`src/rtl/stage12_hazard_ctrl_pkg.sv`:
```
// rtl/stage12_hazard_ctrl_pkg.sv - shared types and constants for the IF/ID hazard controller
package stage12_hazard_ctrl_pkg;

    typedef enum logic {
        MD_IDLE = 1'b0,
        MD_RUN  = 1'b1
    } md_state_e;

    localparam logic [4:0] REG_ZERO = 5'd0;

    // True when an ID source register is read and matches a nonzero EX load destination.
    function automatic logic src_match(input logic uses, input logic [4:0] src, input logic [4:0] dst);
        return uses && (src == dst) && (dst != REG_ZERO);
    endfunction

endpackage

```
`src/rtl/stage12_hazard_ctrl_if.sv`:
```
// rtl/stage12_hazard_ctrl_if.sv - pipeline-side hazard signal bundle
interface stage12_hazard_ctrl_if #(
    parameter int PERF_W = 16
);
    logic [4:0]        id_rs;
    logic [4:0]        id_rt;
    logic              id_uses_rs;
    logic              id_uses_rt;
    logic              id_is_md;
    logic              id_is_mfhilo;
    logic              id_br_taken;
    logic              ex_mem_read;
    logic [4:0]        ex_rt;
    logic              pc_we;
    logic              ifid_we;
    logic              ifid_flush;
    logic              idex_bubble;
    logic              md_start;
    logic              md_busy;
    logic [PERF_W-1:0] stall_cycles;

    modport master (
        output id_rs, id_rt, id_uses_rs, id_uses_rt, id_is_md, id_is_mfhilo,
               id_br_taken, ex_mem_read, ex_rt,
        input  pc_we, ifid_we, ifid_flush, idex_bubble, md_start, md_busy, stall_cycles
    );

    modport slave (
        input  id_rs, id_rt, id_uses_rs, id_uses_rt, id_is_md, id_is_mfhilo,
               id_br_taken, ex_mem_read, ex_rt,
        output pc_we, ifid_we, ifid_flush, idex_bubble, md_start, md_busy, stall_cycles
    );
endinterface

```
`src/rtl/stage12_hazard_ctrl_md_busy_timer.sv`:
```
// rtl/stage12_hazard_ctrl_md_busy_timer.sv - mult/div busy window: loadable down-counter plus FSM
module md_busy_timer
    import stage12_hazard_ctrl_pkg::*;
#(
    parameter int MD_LATENCY = 32,
    parameter int CNT_W      = 6
) (
    input  logic clk,
    input  logic rst_n,
    input  logic i_start,
    output logic o_busy
);

    md_state_e        r_state;
    logic [CNT_W-1:0] r_cnt;

    always_ff @(posedge clk or negedge rst_n) begin
        if (!rst_n) begin
            r_state <= MD_IDLE;
            r_cnt   <= '0;
        end else begin
            case (r_state)
                MD_IDLE: begin
                    if (i_start) begin
                        r_state <= MD_RUN;
                        r_cnt   <= CNT_W'(MD_LATENCY);
                    end
                end
                MD_RUN: begin
                    r_cnt <= r_cnt - CNT_W'(1);
                    // The 1->0 edge is the last busy cycle, so a follower issued next cycle sees idle.
                    if (r_cnt == CNT_W'(1)) begin
                        r_state <= MD_IDLE;
                    end
                end
                default: r_state <= MD_IDLE;
            endcase
        end
    end

    assign o_busy = (r_state == MD_RUN);

endmodule

```
`src/rtl/stage12_hazard_ctrl.sv`:
```
// rtl/stage12_hazard_ctrl.sv - IF/ID hazard controller: load-use, mult/div and branch-flush sequencing
module stage12_hazard_ctrl
    import stage12_hazard_ctrl_pkg::*;
#(
    parameter int MD_LATENCY = 32,
    parameter int CNT_W      = 6,
    parameter int PERF_W     = 16
) (
    input  logic                  clk,
    input  logic                  reset,
    stage12_hazard_ctrl_if.slave  bus
);

    logic              w_lu_hz;
    logic              w_md_hz;
    logic              w_stall;
    logic              w_md_busy;
    logic              w_pc_we;
    logic              w_ifid_we;
    logic              w_ifid_flush;
    logic              w_idex_bubble;
    logic              w_md_start;
    logic [PERF_W-1:0] r_stall_cycles;

    assign w_lu_hz = bus.ex_mem_read &&
                     (src_match(bus.id_uses_rs, bus.id_rs, bus.ex_rt) ||
                      src_match(bus.id_uses_rt, bus.id_rt, bus.ex_rt));
    assign w_md_hz = w_md_busy && (bus.id_is_mfhilo || bus.id_is_md);
    assign w_stall = w_lu_hz || w_md_hz;

    // A taken branch is deliberately dropped while stalled; ID holds, so it is seen again next cycle.
    always_comb begin
        w_pc_we       = 1'b1;
        w_ifid_we     = 1'b1;
        w_ifid_flush  = 1'b0;
        w_idex_bubble = 1'b0;
        w_md_start    = 1'b0;
        if (!reset) begin
            w_pc_we       = 1'b0;
            w_ifid_we     = 1'b0;
            w_ifid_flush  = 1'b1;
            w_idex_bubble = 1'b1;
        end else if (w_stall) begin
            w_pc_we       = 1'b0;
            w_ifid_we     = 1'b0;
            w_idex_bubble = 1'b1;
        end else begin
            w_ifid_flush = bus.id_br_taken;
            w_md_start   = bus.id_is_md;
        end
    end

    md_busy_timer #(
        .MD_LATENCY (MD_LATENCY),
        .CNT_W      (CNT_W)
    ) u_md_busy_timer (
        .clk     (clk),
        .rst_n   (reset),
        .i_start (w_md_start),
        .o_busy  (w_md_busy)
    );

    always_ff @(posedge clk or negedge reset) begin
        if (!reset) begin
            r_stall_cycles <= '0;
        end else if (w_stall && (r_stall_cycles != '1)) begin
            r_stall_cycles <= r_stall_cycles + PERF_W'(1);
        end
    end

    assign bus.pc_we        = w_pc_we;
    assign bus.ifid_we      = w_ifid_we;
    assign bus.ifid_flush   = w_ifid_flush;
    assign bus.idex_bubble  = w_idex_bubble;
    assign bus.md_start     = w_md_start;
    assign bus.md_busy      = w_md_busy;
    assign bus.stall_cycles = r_stall_cycles;

endmodule

```
`src/flat_wrapper.sv`:
```
// flat-port wrapper written by rule: the top's interface ports become plain ports
module stage12_hazard_ctrl_flat import stage12_hazard_ctrl_pkg::*;
#(
    parameter int MD_LATENCY = 32,
    parameter int CNT_W      = 6,
    parameter int PERF_W     = 16
)
  (clk, reset, bus_id_rs, bus_id_rt, bus_id_uses_rs, bus_id_uses_rt, bus_id_is_md, bus_id_is_mfhilo, bus_id_br_taken, bus_ex_mem_read, bus_ex_rt, bus_pc_we, bus_ifid_we, bus_ifid_flush, bus_idex_bubble, bus_md_start, bus_md_busy, bus_stall_cycles);
  stage12_hazard_ctrl_if #(.PERF_W(PERF_W)) bus_i ();
  input  logic clk;
  input  logic reset;
  input wire logic [$bits(bus_i.id_rs)-1:0] bus_id_rs;
  input wire logic [$bits(bus_i.id_rt)-1:0] bus_id_rt;
  input wire logic [$bits(bus_i.id_uses_rs)-1:0] bus_id_uses_rs;
  input wire logic [$bits(bus_i.id_uses_rt)-1:0] bus_id_uses_rt;
  input wire logic [$bits(bus_i.id_is_md)-1:0] bus_id_is_md;
  input wire logic [$bits(bus_i.id_is_mfhilo)-1:0] bus_id_is_mfhilo;
  input wire logic [$bits(bus_i.id_br_taken)-1:0] bus_id_br_taken;
  input wire logic [$bits(bus_i.ex_mem_read)-1:0] bus_ex_mem_read;
  input wire logic [$bits(bus_i.ex_rt)-1:0] bus_ex_rt;
  output wire logic [$bits(bus_i.pc_we)-1:0] bus_pc_we;
  output wire logic [$bits(bus_i.ifid_we)-1:0] bus_ifid_we;
  output wire logic [$bits(bus_i.ifid_flush)-1:0] bus_ifid_flush;
  output wire logic [$bits(bus_i.idex_bubble)-1:0] bus_idex_bubble;
  output wire logic [$bits(bus_i.md_start)-1:0] bus_md_start;
  output wire logic [$bits(bus_i.md_busy)-1:0] bus_md_busy;
  output wire logic [$bits(bus_i.stall_cycles)-1:0] bus_stall_cycles;
  assign bus_i.id_rs = bus_id_rs;
  assign bus_i.id_rt = bus_id_rt;
  assign bus_i.id_uses_rs = bus_id_uses_rs;
  assign bus_i.id_uses_rt = bus_id_uses_rt;
  assign bus_i.id_is_md = bus_id_is_md;
  assign bus_i.id_is_mfhilo = bus_id_is_mfhilo;
  assign bus_i.id_br_taken = bus_id_br_taken;
  assign bus_i.ex_mem_read = bus_ex_mem_read;
  assign bus_i.ex_rt = bus_ex_rt;
  assign bus_pc_we = bus_i.pc_we;
  assign bus_ifid_we = bus_i.ifid_we;
  assign bus_ifid_flush = bus_i.ifid_flush;
  assign bus_idex_bubble = bus_i.idex_bubble;
  assign bus_md_start = bus_i.md_start;
  assign bus_md_busy = bus_i.md_busy;
  assign bus_stall_cycles = bus_i.stall_cycles;
  stage12_hazard_ctrl #(.MD_LATENCY(MD_LATENCY), .CNT_W(CNT_W), .PERF_W(PERF_W)) u_core (.clk(clk), .reset(reset), .bus(bus_i));
endmodule
```
`config.mk`:
```
export PLATFORM = sky130hd
export DESIGN_NAME = stage12_hazard_ctrl_flat
export DESIGN_NICKNAME = d
export VERILOG_FILES = /design/src/rtl/stage12_hazard_ctrl_pkg.sv /design/src/rtl/stage12_hazard_ctrl_if.sv /design/src/rtl/stage12_hazard_ctrl_md_busy_timer.sv /design/src/rtl/stage12_hazard_ctrl.sv /design/src/flat_wrapper.sv
export SDC_FILE = /design/constraint.sdc
export NUM_CORES = 1
export LEC_CHECK = 0
export ABC_AREA = 0
export BUFFER_PORTS_ARGS = -buffer_cell sky130_fd_sc_hd__buf_2
export CAP_MARGIN = 20
export CORE_MARGIN = 5
export CORE_UTILIZATION = 43
export CTS_BUF_LIST = sky130_fd_sc_hd__clkbuf_4
export DETAILED_ROUTE_END_ITERATION = 10
export PLACE_DENSITY = 0.7
export SYNTH_ARGS = -nofsm -noshare
export SYNTH_HDL_FRONTEND = slang
export SYNTH_HIERARCHICAL = 1
export SYNTH_SLANG_ARGS = --single-unit
```
`constraint.sdc`:
```
create_clock -name clk -period 3.3 [get_ports clk]
set_input_delay 0.495 -clock clk [delete_from_list [all_inputs] [get_ports clk]]
set_output_delay 0.495 -clock clk [all_outputs]
set_load 0.01 [all_outputs]
```
==> impl_results.md <==
- All-Layer GR Usage: 0.159
- Met2 Track Usage GR: 0.260
- GPL Wtd Cong: 0.827
- Clock Skews: 7.11 ps
- Arr. time, crit path: 2130 ps
- Max Slew Vio Count: 0
- Grt met3 use: 0.0342
- WL per Instance: 14.0 um
- Post-CTS setup repair buffer count: 0
- Later-pin clock latency in the skew report: 310 ps
- Setup-failing EPs final: 0
- Fmax: 380 MHz
- Worst Hold Class: in2async
- Die area: 0.00426 mm^2
- Core Box Area: 0.00300 mm^2
- CP Buf/Inv Count: 2
- Leakage: 0.799 nW
- Die Height: 65.3 um
- Slowest-stage cell, CP: or4_1
- Via count: 1134
- DRT iter0 DRCs: 62
- Vias in the first global route: 1176
- CTS HTree Levels: 1
- Final Cycle Share: 0.797
- Root buf cell: clkbuf_4
- CP Depth: 6
- Synth Warn #: 6
- Setup WS post-layout: 670 ps
- Post-synthesis instance total: 134
- CTS tree: done
- Status: completed
- DPL Wire Length: 2.27 mm
- Remaining DRCs: 0
- Worst-path clk slew: 130 ps
- Worst Setup Path Type: in2out
- TNS Setup: 0 ps
- Fin crit period: between 2000 and 3000 ps
- # diodes: 0
- PortBufs: 44
- RSZ-0062 raised after global routing: false
- Worst setup EP type: output pin
- Startpoint types: primary input
- I/O Pins: 45
- Worst hold slack: 147 ps
- Most used routing layer: met2
- Max_cap viols: 0
- Register area share after synthesis: 0.438
- Row cnt: 20
- Mapped Area: between 0.001 and 0.0015 mm^2
- Global route overflow: 0
- Final WL: between 2 and 3 mm
- CP max FO: 7
- Avg Cell Area, Syn: 9.80 um^2
- Routed Antenna Nets: 0
- Worst slew margin: 0.634
- Global-route wire length before repair: roughly 5.4 mm
- PD cells: between 600 and 700 mW/mm^2
- Cell variety after synth: 39
- Hold_buf cts: 0
- Largest net degree at the start of global routing: 27
- Initial Utilization: 0.438
- Vias per inst: 5.32
- Nets: 207
- Maximum vdd ir drop: between 0.2 and 0.3 mV
- Met1 Usage GRT: 0.203
- Syn_nets: 160
- Chip Width: 65.3 um
- Most used cell, CP: buf_2
- Layout area overhead: 20.6%
- CP peak stage delay: 540 ps
- Pre-CTS WS: 675 ps
- Fin. Hold Viols: 0
- Inserted Clock Buffers: 3
- Antenna violations before repair: 0
- Worst path cell trace: buf_2 > or4_1 > o21a_1 > a21boi_2 > and3_2 > buf_2
- Fillers: 295
- Clock Sinks: 23
- Share of layout cells above drive strength 1: 0.311
- Crit path max-delay family: simple AND/OR/NAND/NOR gates
- Deepest clock path buffer count: 2
- R2R cell count: 6
- Actual slew at the worst max-slew pin: between 500 and 600 ps
- Yosys reg bits: 23
- Commonest non-fill, non-tap cell in the layout: buf_2
- Worst Path Required: ~2800 ps
- Most frequent cells in the layout: buf_2, dfrtp_1, xnor2_1, nand2_1
- Post-CTS sizing: 0
- 1st-pass router iterations: 4
synth_stat cells:
library cell / n / share of area
xnor2_1: 12 / 0.080
nand2b_1: 2 / 0.0095
and2_2: 1 / 0.0057
and3_1: 1 / 0.0048
inv_1: 5 / 0.014
or2_2: 1 / 0.0048
or3_1: 1 / 0.0048
buf_4: 1 / 0.0057
nand3_1: 9 / 0.034
a21oi_1: 2 / 0.0076
o21ai_0: 5 / 0.019
nor2_1: 11 / 0.031
dfrtp_1: 23 / 0.44
nor4b_1: 1 / 0.0067
buf_6: 1 / 0.0086
nor2b_1: 1 / 0.0048
a211oi_1: 1 / 0.0057
mux2i_1: 1 / 0.0076
nor3b_1: 1 / 0.0057
o21a_1: 1 / 0.0057
ha_1: 3 / 0.029
nor3_1: 7 / 0.027
a21boi_0: 1 / 0.0057
nand4_1: 4 / 0.019
a31oi_1: 1 / 0.0048
nand2_1: 12 / 0.034
a21boi_2: 1 / 0.0086
and3_2: 1 / 0.0057
mux2_2: 1 / 0.0086
or4_1: 1 / 0.0057
o21bai_1: 1 / 0.0057
mux2_1: 1 / 0.0086
nor3_2: 1 / 0.0076
a31oi_4: 1 / 0.016
nor4_1: 2 / 0.0095
xor2_1: 11 / 0.073
or4b_1: 1 / 0.0076
o22ai_2: 1 / 0.0095
o22ai_1: 2 / 0.0095
routing by layer:
metal,up-vias,routed length (um)
li1,558,-
met2,33,1430
met4,0,59
met1,535,1320
met5,-,0
met3,8,167
worst register-to-register path: cells and delay by family, from the launching register on:
kind | cells | cell delay [ps]
multiplexers | 1 | 390
flip-flops | 1 | 430
AND/OR/NAND/NOR | 2 | 440
adder cells (fa/ha/maj) | 1 | 210
AO/OA/AOI/OAI | 2 | 670
worst paths after layout:
check	startpoint	end	slack (ps)
max in group asynchronous	reset	u_core/bus.stall_cycles[4]	2790
hold / removal	reset	u_core/u_md_busy_timer/r_cnt[4]	150
setup reg to reg	u_core/bus.stall_cycles[0]	u_core/bus.stall_cycles[1]	1050
min in group clk	u_core/u_md_busy_timer/r_cnt[5]	u_core/u_md_busy_timer/r_cnt[5]	500
hold reg to reg	u_core/u_md_busy_timer/r_cnt[5]	u_core/u_md_busy_timer/r_cnt[5]	500
setup / recovery	bus_ex_rt[1]	bus_md_start	670
flip-flops by register name (all words and copies together), names as in the netlist:
signal                         count
u_core/bus.stall_cycles           16
u_core/u_md_busy_timer/o_busy      1
u_core/u_md_busy_timer/r_cnt       6
kinds of logic (layout without fill, tap and decap cells):
| group | after synthesis | count (layout) | share of synthesized area |
|---|---|---|---|
| mux | 3 | 3 | 0.0248 |
| buf+inv | 7 | 53 | 0.0286 |
| compound gates | 17 | 17 | 0.0981 |
| flops | 23 | 23 | 0.438 |
| fa+ha+maj | 3 | 3 | 0.0286 |
| simple gates | 58 | 58 | 0.229 |
| xor+xnor | 23 | 23 | 0.153 |
through the flow:
stage	cell area (um^2)	util	total power, mW	cells
finish	1580	0.528	0.955	213
global route	1580	0.528	1.04	213
CTS	1580	0.528	0.964	213
detailed placement	1560	0.518	0.827	209
global placement	1560	0.518	0.819	209
floorplan	1310	-	0.708	134
layout make-up:
type / instances / area [um^2] / area share
inverters: 5 / 18.8 / 0.0118
clock inverters: 1 / 5.00 / 0.00316
repair buffers: 44 / 220 / 0.139
multi-input cells: 104 / 701 / 0.442
clock buffers: 3 / 22.5 / 0.0142
well taps: 33 / 41.3 / 0.0261
flip-flops and latches: 23 / 576 / 0.363
power by group:
part | total [mW] | switching, mW | internal [mW]
registers | 0.456 | 0.0935 | 0.362
logic | 0.365 | 0.194 | 0.172
clock network | 0.134 | 0.0882 | 0.0453
No activity file was read; power rests on OpenSTA's default activity.
